<file path="src/rtl/packet_storer.sv">
// rtl/packet_storer.sv - serialises one stored packet into six acked 32-bit memory writes
module packet_storer #(
    parameter int PACKET_WIDTH = 175,
    parameter int NUM_WORDS    = 6,
    parameter int LAST_BITS    = 15
) (
    input  logic                    clk_i,
    input  logic                    rst_i,
    input  logic [31:0]             opaddr_i,
    input  logic                    receive_st_valid_i,
    input  logic [31:0]             receive_st_addr_i,
    input  logic [PACKET_WIDTH-1:0] receive_st_data_i,
    output logic                    receive_st_ready_o,
    output logic                    mem_send_addr_valid_o,
    output logic [31:0]             mem_send_addr_o,
    output logic                    mem_send_data_valid_o,
    output logic [31:0]             mem_send_data_o,
    input  logic                    mem_send_ready_i,
    input  logic                    mem_receive_valid_i,
    input  logic [31:0]             mem_receive_data_i,
    output logic                    mem_receive_ready_o,
    output logic                    send_done_valid_o,
    output logic [31:0]             send_done_addr_o,
    input  logic                    send_done_ready_i
);

    typedef enum logic [1:0] {
        S_RECEIVE  = 2'd0,
        S_MEM_SEND = 2'd1,
        S_MEM_ACK  = 2'd2,
        S_DONE     = 2'd3
    } state_t;

    localparam logic [2:0] LAST_IDX = 3'(NUM_WORDS - 1);

    state_t                  state_q, state_d;
    logic [2:0]              word_count_q, word_count_d;
    logic [31:0]             addr_q, addr_d;
    logic [PACKET_WIDTH-1:0] packet_q, packet_d;
    logic                    st_ready_q, st_ready_d;
    logic                    mem_valid_q, mem_valid_d;
    logic                    done_valid_q, done_valid_d;
    logic [31:0]             word_addr;
    logic [31:0]             word_data;

    // Write acknowledges carry no payload; only the valid strobe matters.
    logic unused_mem_data;
    assign unused_mem_data = ^mem_receive_data_i;

    // State and handshake registers; reset aborts any store in progress.
    always_ff @(posedge clk_i or posedge rst_i) begin
        if (rst_i) begin
            state_q      <= S_RECEIVE;
            word_count_q <= 3'd0;
            addr_q       <= 32'd0;
            packet_q     <= '0;
            st_ready_q   <= 1'b0;
            mem_valid_q  <= 1'b0;
            done_valid_q <= 1'b0;
        end else begin
            state_q      <= state_d;
            word_count_q <= word_count_d;
            addr_q       <= addr_d;
            packet_q     <= packet_d;
            st_ready_q   <= st_ready_d;
            mem_valid_q  <= mem_valid_d;
            done_valid_q <= done_valid_d;
        end
    end

    // Next-state logic: valid/ready flags rise the cycle after entering a state.
    always_comb begin
        state_d      = state_q;
        word_count_d = word_count_q;
        addr_d       = addr_q;
        packet_d     = packet_q;
        st_ready_d   = st_ready_q;
        mem_valid_d  = mem_valid_q;
        done_valid_d = done_valid_q;
        case (state_q)
            S_RECEIVE: begin
                if (st_ready_q && receive_st_valid_i) begin
                    addr_d     = receive_st_addr_i;
                    packet_d   = receive_st_data_i;
                    st_ready_d = 1'b0;
                    state_d    = S_MEM_SEND;
                end else begin
                    st_ready_d = 1'b1;
                end
            end
            S_MEM_SEND: begin
                if (mem_valid_q && mem_send_ready_i) begin
                    mem_valid_d = 1'b0;
                    state_d     = S_MEM_ACK;
                end else begin
                    mem_valid_d = 1'b1;
                end
            end
            S_MEM_ACK: begin
                if (mem_receive_valid_i) begin
                    if (word_count_q == LAST_IDX) begin
                        word_count_d = 3'd0;
                        state_d      = S_DONE;
                    end else begin
                        word_count_d = word_count_q + 3'd1;
                        state_d      = S_MEM_SEND;
                    end
                end
            end
            default: begin
                if (done_valid_q && send_done_ready_i) begin
                    done_valid_d = 1'b0;
                    state_d      = S_RECEIVE;
                end else begin
                    done_valid_d = 1'b1;
                end
            end
        endcase
    end

    // Word selection: full words MSB-first, then the zero-extended tail.
    always_comb begin
        word_data = 32'd0;
        for (int k = 0; k < NUM_WORDS - 1; k++) begin
            if (word_count_q == k[2:0]) begin
                word_data = packet_q[PACKET_WIDTH-1-32*k -: 32];
            end
        end
        if (word_count_q == LAST_IDX) begin
            word_data = {{(32-LAST_BITS){1'b0}}, packet_q[LAST_BITS-1:0]};
        end
    end

    // Address wraps modulo 2^32; OPADDR is used live.
    assign word_addr = opaddr_i + addr_q + {27'd0, word_count_q, 2'b00};

    assign receive_st_ready_o    = st_ready_q;
    assign mem_send_addr_valid_o = mem_valid_q;
    assign mem_send_data_valid_o = mem_valid_q;
    assign mem_send_addr_o       = mem_valid_q ? word_addr : 32'd0;
    assign mem_send_data_o       = mem_valid_q ? word_data : 32'd0;
    assign mem_receive_ready_o   = (state_q == S_MEM_ACK);
    assign send_done_valid_o     = done_valid_q;
    assign send_done_addr_o      = done_valid_q ? addr_q : 32'd0;

endmodule

</file>
<file path="config.mk">
export PLATFORM = sky130hd
export DESIGN_NAME = packet_storer
export DESIGN_NICKNAME = d
export VERILOG_FILES = /design/src/rtl/packet_storer.sv
export SDC_FILE = /design/constraint.sdc
export NUM_CORES = 1
export LEC_CHECK = 0
export BUFFER_PORTS_ARGS = -buffer_cell sky130_fd_sc_hd__buf_2
export CORE_MARGIN = 2
export CORE_UTILIZATION = 50
export DETAILED_ROUTE_END_ITERATION = 10
export GPL_ROUTABILITY_DRIVEN = 1
export PLACE_DENSITY = 0.86
export SETUP_SLACK_MARGIN = 0.3
export SLEW_MARGIN = 10
export SYNTH_ARGS = -nofsm -noshare
export SYNTH_HDL_FRONTEND = slang
export SYNTH_SLANG_ARGS = --single-unit
export TNS_END_PERCENT = 10
</file>
<file path="constraint.sdc">
create_clock -name clk_i -period 11.7 [get_ports clk_i]
set_input_delay 2.34 -clock clk_i [delete_from_list [all_inputs] [get_ports clk_i]]
set_output_delay 2.34 -clock clk_i [all_outputs]
set_load 0.005 [all_outputs]
</file>
==> metrics.csv, run 1 <==
metric,value,unit
post-placement cell count,1671,
clock slew at reported path FFs,60,ps
CTS sink count,215,
Post-CTS Setup Bufs,0,
Critical Path AT,5540,ps
status,completed,
Total Die Area,25000,sq um
slew margin rel.,23.2,%
core area,23400,sq um
final setup vio count,0,
row count,56,
Routed WL,34300,um
Startpoint Class,primary input,
CP max stage cell,fa_1,
final core occ,62.7,%
Post-Syn Nets,1413,
Die Span Y,158,um
CP peak stage delay,530,ps
fin. max-slew vios,0,
Post-Syn Instances,1073,
crit share post-route,67.4,%
crit path max fanout,4,
final-stage net count,1718,
GRT Residual Overflow,0,
clock skew,23.5,ps
largest net degree at the start of global routing,181,
DRC viols,0,
Slew @ Worst Pin,1150,ps
"Design Area, Final",14700,sq um
total power,4.68,mW
"EDFF count, synth",0,
final worst slack,3820,ps
Num CTS Buffers,24,
final hold slack,508,ps
Avg Inst Size Synth,11.1,sq um
root buf cell,clkbuf_16,
Critical Path RT,9360,ps
CTS Hold Bufs,0,
initial antenna violation count,1,
Starting DRT DRC Count,537,
Yosys cell types,60,
DP Worst Slack,3820,ps
unrepaired setup endpoints after global routing,no,
Final Instance Count excl. Fillers,1716,
DR vias/cell,5.74,
die width,158,um
Top Ports,378,
first-pass GRT wire length,51900,um
latest clock arrival within the worst-skew pair,540,ps
PortBufs,345,
Starting Density,50.8,%
Area after DPL,13800,sq um
Max-Cap Viols,0,
synth warn,0,
layout cell share with drive strength beyond 1,44.4,%
CTS H-tree lvls,1,
crit end category,output port,
Synth async-reset ratio,100,%
min-delay worst type,flop to flop,
sequential share of the synthesized area,45.2,%
drt first pass iters,6,
DP Wirelength,23900,um
Final Hold Vio Count,0,
PD cells,319,nW/um^2
post-CTS sizing,0,
Achievable Freq,127,MHz
"flops & latches, synth",215,
vias in the first global route,9960,
Crit path max-delay family,compound AO/OA/AOI/OAI gates,
per-cell routed wire length,20.0,um
top_reg_cell synth,dfrtp_1,
Fin Setup TNS,0,ps
Area Overhead vs Synth,23.3,%
critical path type,primary input to output port,
LEAKAGE,6.91,nW
"antenna viol nets, final",0,
VDD IR max,202,uV
gr usage total,26.4,%
Mapped Area,11900,sq um
Vias,9842,
Tmin final,7880,ps
worst path cell trace,"buf_2, inv_1, fa_1, inv_1, fa_1, a21o_1, a221oi_4, o211ai_2, a21bo_1, a221o_1, a21oi_2, mux2_1, buf_2",
crit path buf inv count,4,
CTS tree,yes,
gpl congestion,0.930,
clk buf depth,3,
-- per-layer routing --
layer | global-route usage [%] | share of wire, % | vias to the layer above
li1 | - | - | 4500
met1 | 31.5 | 39 | 4794
met2 | 46.5 | 49 | 444
met3 | 6.26 | 7.9 | 104
met4 | 10.1 | 4.0 | 0
met5 | 0 | 0 | -
-- flip-flops by register name, indices dropped and copies added, names as in the netlist --
name / count
addr_q: 32
mem_send_addr_valid_o: 1
packet_q: 175
receive_st_ready_o: 1
send_done_valid_o: 1
state_q: 2
word_count_q: 3
-- cells in the final DEF (no fill, tap or decap), types with 3 or more instances in the layout --
cell / count
a31oi_1: 5
nand4_1: 6
mux2_2: 208
o221ai_1: 19
nor2_1: 80
and4_1: 3
nand2_1: 49
and2_1: 41
clkinvlp_4: 4
o21a_1: 6
a21o_1: 11
nor2b_1: 4
fa_1: 4
clkbuf_8: 5
nand3_1: 8
nor2_2: 3
nand2b_1: 21
clkbuf_1: 5
nor3_1: 34
clkbuf_16: 24
o21bai_1: 3
buf_4: 11
bufinv_16: 3
buf_2: 345
a221oi_1: 15
inv_1: 13
o31ai_1: 4
o21ai_0: 29
a211oi_1: 22
ha_1: 59
xnor2_1: 16
mux2i_1: 18
xor2_1: 10
dfrtp_1: 214
a21oi_1: 55
-- cells in the mapped netlist, types with 2 or more instances --
cell type  instances  area (sq um)
a21oi_1           55           275
inv_1             14          52.6
clkbuf_1          58           218
nand4_1            6          37.5
a221oi_1          15           131
a31oi_1            5          31.3
a211oi_1          22           165
o21ai_0           29           145
buf_4              2          15.0
a21o_1            11          82.6
nand2_1           49           184
mux2_2           208          2340
o41ai_1            2          17.5
or3_1              2          12.5
fa_1               4          80.1
nor2_1            83           312
xnor2_1           16           140
xor2_1            10          87.6
or2_2              2          12.5
o221ai_1          19           166
dfrtp_1          215          5380
o31ai_1            4          30.0
nand3_1            8          40.0
nor3_1            35           175
and2_1            41           257
and4_1             3          26.3
mux2i_1           18           180
buf_1              2          7.51
nor2b_1            4          25.0
o211ai_1           2          15.0
ha_1              59           738
o21a_1             6          45.0
buf_2             15          75.1
o21bai_1           3          22.5
nand2b_1          21           131
-- final timing paths --
kind,start,end,slack [ps],depth (start not counted)
min in group asynchronous,rst_i,packet_q[64],2000,2
max in group asynchronous,rst_i,packet_q[162],8110,3
worst min register to register,packet_q[150],packet_q[150],510,1
worst max-delay path,opaddr_i[2],mem_send_addr_o[31],3820,13
worst max register to register,state_q[0],packet_q[130],9470,3
worst min-delay path,packet_q[150],packet_q[150],510,1
-- report_power, final --
part | switching (mW) | total [mW] | internal (mW)
combinational | 1.29 | 2.50 | 1.21
clock | 0.320 | 0.799 | 0.479
sequential | 0.255 | 1.38 | 1.13
-- area by class of cell --
class                      count  area, sq um
inverter                      14         60.1
multi-input combinational    766         6150
clock buffer                  34          688
timing repair buffer         357         1830
tap                          319          399
sequential                   215         5380
clock inverter                 9          155
fill                        1888         8730
antenna                        2         5.00
-- kinds of logic after synthesis --
kind of cell	synth area share, %
AOI/OAI and AO/OA	10.8
adders and majority gates	6.88
muxes	21.3
DFF	45.2
xor gates and xnor gates	1.91
and+or+nand+nor	10.7
buffers and inverters	3.19
Power figures use the tool's default switching activity.
==> inputs of run 2 (changes only) <==
--- a/config.mk
+++ b/config.mk
@@ -5,12 +5,13 @@
 export SDC_FILE = /design/constraint.sdc
 export NUM_CORES = 1
 export LEC_CHECK = 0
+export ABC_AREA = 1
 export BUFFER_PORTS_ARGS = -buffer_cell sky130_fd_sc_hd__buf_2
 export CORE_MARGIN = 2
 export CORE_UTILIZATION = 50
 export DETAILED_ROUTE_END_ITERATION = 10
 export GPL_ROUTABILITY_DRIVEN = 1
-export PLACE_DENSITY = 0.86
+export PLACE_DENSITY = 0.85
 export SETUP_SLACK_MARGIN = 0.3
 export SLEW_MARGIN = 10
 export SYNTH_ARGS = -nofsm -noshare
==> constraint.sdc (replaced) <==
create_clock -name clk_i -period 8.11 [get_ports clk_i]
set_input_delay 1.622 -clock clk_i [delete_from_list [all_inputs] [get_ports clk_i]]
set_output_delay 1.622 -clock clk_i [all_outputs]
set_load 0.005 [all_outputs]
==> metrics.csv, run 2 <==
metric,value,unit,change
RR Startpoint,state_q[0],,
vias in the first global route,12200,,+23%
Achievable Freq,178,MHz,
most instantiated library cell after synthesis,nand2_1,,
Yosys cell types,34,,-43%
"EDFF count, synth",0,,unchanged
Critical Path AT,4000,ps,-1540 ps
CTS tree,yes,,
crit path max fanout,5,,+1
LEAKAGE,8.91,nW,+29%
Top Ports,378,,unchanged
initial antenna violation count,6,,+5
most common library cells after synthesis,"nand2_1, dfrtp_1, inv_1",,
post-CTS sizing,0,,unchanged
Die Span Y,163,um,+2.9%
Total Die Area,26500,sq um,+5.9%
top_reg_cell synth,dfrtp_1,,
Worst Hold Launch,packet_q[50],,
Final Hold Vio Count,0,,unchanged
DP Worst Slack,2520,ps,-1300 ps
sequential share of the synthesized area,42.6,%,-2.6 points
CTS Hold Bufs,0,,unchanged
CTS H-tree lvls,1,,unchanged
Reg with most FFs,packet_q,,
DP Wirelength,27800,um,+16%
top cell type by total area after synthesis,dfrtp_1,,
Tmin final,5620,ps,
Routed WL,38800,um,+13%
drt first pass iters,5,,-1
final-stage net count,2437,,+42%
Avg Inst Size Synth,7.02,sq um,-37%
post-synthesis simple-gate area fraction,30.1,%,+19 points
status,completed,,
per-cell routed wire length,15.8,um,-21%
largest net degree at the start of global routing,260,,+44%
die width,163,um,+2.9%
"flops & latches, synth",215,,unchanged
Filler cells,2269,,+20%
Hold Path Stages,2,,+1
row count,58,,+3.6%
latest clock arrival within the worst-skew pair,550,ps,about the same
root buf cell,clkbuf_16,,
clock skew,16.5,ps,-6.95 ps
CTS sink count,215,,unchanged
PD cells,400,nW/um^2,+25%
Synth Area in Adders,6.48,%,-0.39 points
Fin Setup TNS,0,ps,unchanged
R2R Path End,packet_q[67],,
unrepaired setup endpoints after global routing,no,,
final worst slack,2490,ps,-1330 ps
Mapped Area,12600,sq um,+6.1%
slew margin rel.,17.6,%,-5.6 points
main combinational cell family by area after synthesis,simple AND/OR/NAND/NOR gates,,
crit share post-route,69.3,%,
core area,25000,sq um,+6.7%
DR vias/cell,5.19,,-9.6%
"antenna viol nets, final",0,,unchanged
clock slew at reported path FFs,60,ps,about the same
most frequent cells in the layout,"nand2_1, buf_2, dfrtp_1",,
fin. max-slew vios,0,,unchanged
gr usage total,29.0,%,+2.6 points
crit end category,output port,,
Starting Density,50.6,%,-0.29 points
hold endpoint,packet_q[50],,
final setup vio count,0,,unchanged
reg2reg setup slack,5720,ps,-3750 ps
Post-CTS Setup Bufs,0,,unchanged
Vias,12700,,+29%
Synth async-reset ratio,100,%,unchanged
"commonest non-fill, non-tap cell in the layout",nand2_1,,
Critical Path RT,6490,ps,-2870 ps
min-delay worst type,flop to flop,,
Yosys top cell area share,42.6,%,-2.6 points
layout cell share with drive strength beyond 1,19.9,%,-25 points
VDD IR max,232,uV,+15%
DRC viols,0,,unchanged
Post-Syn Instances,1797,,+67%
Num CTS Buffers,24,,unchanged
Slew @ Worst Pin,1240,ps,+84.5 ps
gpl congestion,0.902,,-3.0%
Max-Cap Viols,0,,unchanged
mux share of post-synthesis cell area,0,%,-21 points
Startpoint Class,primary input,,
Post-Syn Nets,2137,,+51%
Area Overhead vs Synth,21.7,%,
worst reg2reg path depth,7,,+4
Compound-Gate Fraction of Synth Area,11.0,%,+0.14 points
Synth area leaders,"dfrtp_1, nand2_1, inv_1, ha_1, a21oi_1",,
first-pass GRT wire length,61100,um,+18%
Largest regs,"packet_q x175, addr_q x32, word_count_q x3",,
synth warn,0,,unchanged
Post-Synth XOR/XNOR Area,0.486,%,-1.4 points
Starting DRT DRC Count,907,,+69%
PortBufs,345,,unchanged
CP startpoint,opaddr_i[2],,
critical path type,primary input to output port,,
max reg flops,175,,unchanged
GRT Residual Overflow,0,,unchanged
clk buf depth,3,,unchanged
-- run 2: changes by cell type in the layout (fill, tap and decap cells not counted), moves of 15 or more --
| cell | change |
|---|---|
| mux2i_1 | -18 |
| nand2b_1 | -21 |
| a211oi_1 | -22 |
| o2111ai_1 | +20 |
| and2_1 | -38 |
| inv_1 | +185 |
| mux2_2 | -208 |
| o21ai_1 | +18 |
| nand3_1 | +45 |
| nand2_1 | +771 |
| a21oi_1 | +47 |
| o21ai_0 | +54 |
| nor3_1 | -29 |
| a221oi_1 | -15 |
-- run 2: cell type report --
cell class	instances	area, sq um	share of cell area, %
Clock buffer	35	692	4.51
Inverter	214	813	5.30
Antenna cell	3	7.51	0.0489
Tap cell	330	413	2.69
Clock inverter	9	178	1.16
Sequential cell	215	5380	35.0
Timing Repair Buffer	354	1810	11.8
Multi-Input combinational cell	1288	6060	39.5
-- run 2: worst max-delay path by stage --
stage                               end  slack [ps]  cells after the start
global placement    mem_send_addr_o[21]        2570                     15
detailed placement  mem_send_addr_o[21]        2520                     15
finish              mem_send_addr_o[21]        2490                     15
global route        mem_send_addr_o[30]        2320                     14
CTS                 mem_send_addr_o[21]        2510                     15
floorplan                     addr_q[0]         610                      1
-- run 2: per-stage QoR --
stage                     total power, mW  instance area, sq um  hold WS, ps  utilization [%]  cells
after CTS                            6.14                 15300          468             61.5   2445
after global routing                 6.66                 15300          484             61.5   2447
after floorplan                      3.84                 12600          434                -   1797
after detailed placement             4.93                 14500          452             58.0   2401
final                                6.14                 15400          464             61.5   2448
after global placement               4.82                 14500          448             58.0   2401
-- run 2: layer usage --
layer,track usage (%),vias up,part of all wire (%)
met4,9.94,4,3.3
met1,37.0,5837,41
met3,5.63,83,8.6
met5,0,-,0.080
met2,49.5,567,47
li1,-,6207,-
-- run 2: worst max-delay path: stages --
cell	delay, ps
buf_2	70
inv_1	40
fa_1	520
inv_1	70
fa_1	510
nand3_1	120
nand3_1	150
nand3_1	110
nand3_1	180
nand2_1	120
nand2_1	80
nand2_1	70
nand2_1	50
nor2_1	130
buf_2	130
-- run 2: logic make-up (layout without fill, tap and decap cells) --
logic type	count (synthesis)	in the layout
buffers and inverters	294	612
AND/OR/NAND/NOR	970	970
XOR/XNOR	7	7
flip-flops	215	215
other	0	3
adder cells (fa/ha/maj)	63	63
AO/OA/AOI/OAI	248	248
-- run 2: power by group --
group	leakage (nW)	switching [mW]	total [mW]	internal [mW]
Clock	0.411	0.461	1.18	0.723
Sequential	2.69	0.310	1.87	1.56
Combinational	5.80	1.97	3.08	1.11
==> inputs of run 3 (changes only) <==
==> constraint.sdc (replaced) <==
create_clock -name clk_i -period 5.8 [get_ports clk_i]
set_input_delay 1.16 -clock clk_i [delete_from_list [all_inputs] [get_ports clk_i]]
set_output_delay 1.16 -clock clk_i [all_outputs]
set_load 0.005 [all_outputs]
==> metrics.csv, run 3 (synthesized netlist as in run 2, its figures left out) <==
metric,value,unit,change
CP peak stage delay,540,ps,+20 ps
Critical Path RT,4640,ps,-1850 ps
Hold Path Stages,2,,unchanged
crit path buf inv count,4,,unchanged
core area,25000,sq um,unchanged
CTS H-tree lvls,1,,unchanged
DR vias/cell,5.22,,+0.69%
Starting DRT DRC Count,959,,+5.7%
final-stage net count,2439,,+0.082%
final core occ,61.1,%,-0.43 points
Final Instance Count excl. Fillers,2444,,-0.16%
VDD IR max,353,uV,+52%
largest net degree at the start of global routing,260,,unchanged
Largest regs,"packet_q x175, addr_q x32, word_count_q x3",,
fin. max-slew vios,0,,unchanged
post-CTS sizing,0,,unchanged
Startpoint Class,primary input,,
max reg flops,175,,unchanged
Final Hold Vio Count,0,,unchanged
Worst Hold Launch,packet_q[54],,
die width,163,um,unchanged
min-delay worst type,flop to flop,,
Slew @ Worst Pin,1300,ps,+68.2 ps
final setup vio count,0,,unchanged
Crit path max-delay family,adder cells,,
gr usage total,28.7,%,-0.31 points
reg2reg setup slack,3480,ps,-2240 ps
clock slew at reported path FFs,60,ps,about the same
DP Worst Slack,1050,ps,-1470 ps
PortBufs,345,,unchanged
hold endpoint,packet_q[54],,
GRT Residual Overflow,0,,unchanged
drt first pass iters,6,,+1
gpl congestion,0.901,,about the same
Die Span Y,163,um,unchanged
"commonest non-fill, non-tap cell in the layout",nand2_1,,
RR Startpoint,state_q[0],,
root buf cell,clkbuf_16,,
Vias,12800,,+0.53%
clock skew,22.2,ps,+5.66 ps
"Design Area, Final",15200,sq um,-0.70%
clk buf depth,3,,unchanged
first-pass GRT wire length,60700,um,-0.68%
initial antenna violation count,3,,-3
CP max stage cell,fa_1,,
final hold slack,466,ps,+1.29 ps
Area after DPL,14500,sq um,+0.16%
Routed WL,38400,um,-1.0%
CTS Hold Bufs,0,,unchanged
Top Ports,378,,unchanged
vias in the first global route,12200,,-0.42%
Total Die Area,26500,sq um,unchanged
"antenna viol nets, final",0,,unchanged
crit end category,output port,,
Post-CTS Setup Bufs,0,,unchanged
Starting Density,50.6,%,unchanged
DRC viols,0,,unchanged
critical path type,primary input to output port,,
most frequent cells in the layout,"nand2_1, buf_2, dfrtp_1",,
Achievable Freq,211,MHz,
CTS tree,yes,,
unrepaired setup endpoints after global routing,no,,
Critical Path AT,3580,ps,-420 ps
row count,58,,unchanged
crit path max fanout,5,,unchanged
Area Overhead vs Synth,20.8,%,
worst path cell trace,"buf_2, inv_1, fa_1, inv_1, fa_1, nand3_1, nand3_1, nand3_1, nand3_1, nand2_1, nand2_1, nand2_1, nand2_1, nor2_1, buf_2",,
latest clock arrival within the worst-skew pair,540,ps,about the same
per-cell routed wire length,15.7,um,-0.86%
n_diodes,0,,-3
R2R Path End,packet_q[108],,
Num CTS Buffers,24,,unchanged
slew margin rel.,13.0,%,-4.5 points
crit share post-route,81.8,%,
Max-Cap Viols,0,,unchanged
Reg with most FFs,packet_q,,
worst reg2reg path depth,7,,unchanged
CTS sink count,215,,unchanged
post-placement cell count,2403,,+0.083%
LEAKAGE,8.87,nW,-0.40%
status,completed,,
Fin Setup TNS,0,ps,unchanged
Tmin final,4740,ps,
layout cell share with drive strength beyond 1,19.8,%,-0.085 points
DP Wirelength,27700,um,-0.23%
final worst slack,1060,ps,-1440 ps
total power,8.36,mW,+36%
PD cells,548,nW/um^2,+37%
==> run 3: cell count changes in the layout (fill, tap and decap cells not counted) <==
| cell | before | now |
|---|---|---|
| bufinv_16 | 4 | 0 |
| clkinv_2 | 1 | 4 |
| diode_2 | 3 | 0 |
| clkinvlp_4 | 3 | 1 |
| buf_12 | 1 | 2 |
| buf_4 | 8 | 9 |
| clkbuf_1 | 6 | 7 |
| inv_8 | 1 | 0 |
==> run 3: final cells by class <==
class | count | area, sq um
fill | 2287 | 9720
multi-input combinational | 1288 | 6060
sequential | 215 | 5380
timing repair buffer | 356 | 1830
inverter | 214 | 810
clock buffer | 36 | 696
tap | 330 | 413
clock inverter | 5 | 50.0
==> run 3: routing by layer <==
| layer | part of all wire [%] | track usage [%] | up-vias |
|---|---|---|---|
| met5 | 0.068 | 0 | - |
| met4 | 3.1 | 8.77 | 4 |
| met1 | 40 | 37.4 | 5854 |
| li1 | - | - | 6200 |
| met2 | 47 | 48.3 | 623 |
| met3 | 9.3 | 5.83 | 84 |
==> run 3: worst max-delay path by stage <==
| stage | startpoint | endpoint | slack (ps) | cells past startpoint |
|---|---|---|---|---|
| 5_1_grt | opaddr_i[2] | mem_send_addr_o[21] | 890 | 15 |
| 2_1_floorplan | opaddr_i[2] | mem_send_addr_o[21] | 1670 | 13 |
| 3_3_place_gp | opaddr_i[2] | mem_send_addr_o[21] | 1110 | 15 |
| 6_report | opaddr_i[2] | mem_send_addr_o[21] | 1060 | 15 |
| 3_5_place_dp | opaddr_i[2] | mem_send_addr_o[21] | 1050 | 15 |
| 4_1_cts | opaddr_i[2] | mem_send_addr_o[21] | 1050 | 15 |
==> run 3: worst register-to-register path: cells and delay by family, from the launching register on <==
kind	cells	cell delay, ps
simple gates	4	390
buf+inv	3	1460
flops	1	420
==> run 3: power by group <==
| group | internal [mW] | switching (mW) | leakage (nW) |
|---|---|---|---|
| clock | 0.828 | 0.619 | 0.367 |
| sequential | 2.19 | 0.390 | 2.69 |
| combinational | 1.55 | 2.78 | 5.81 |
| total | 4.56 | 3.79 | 8.87 |
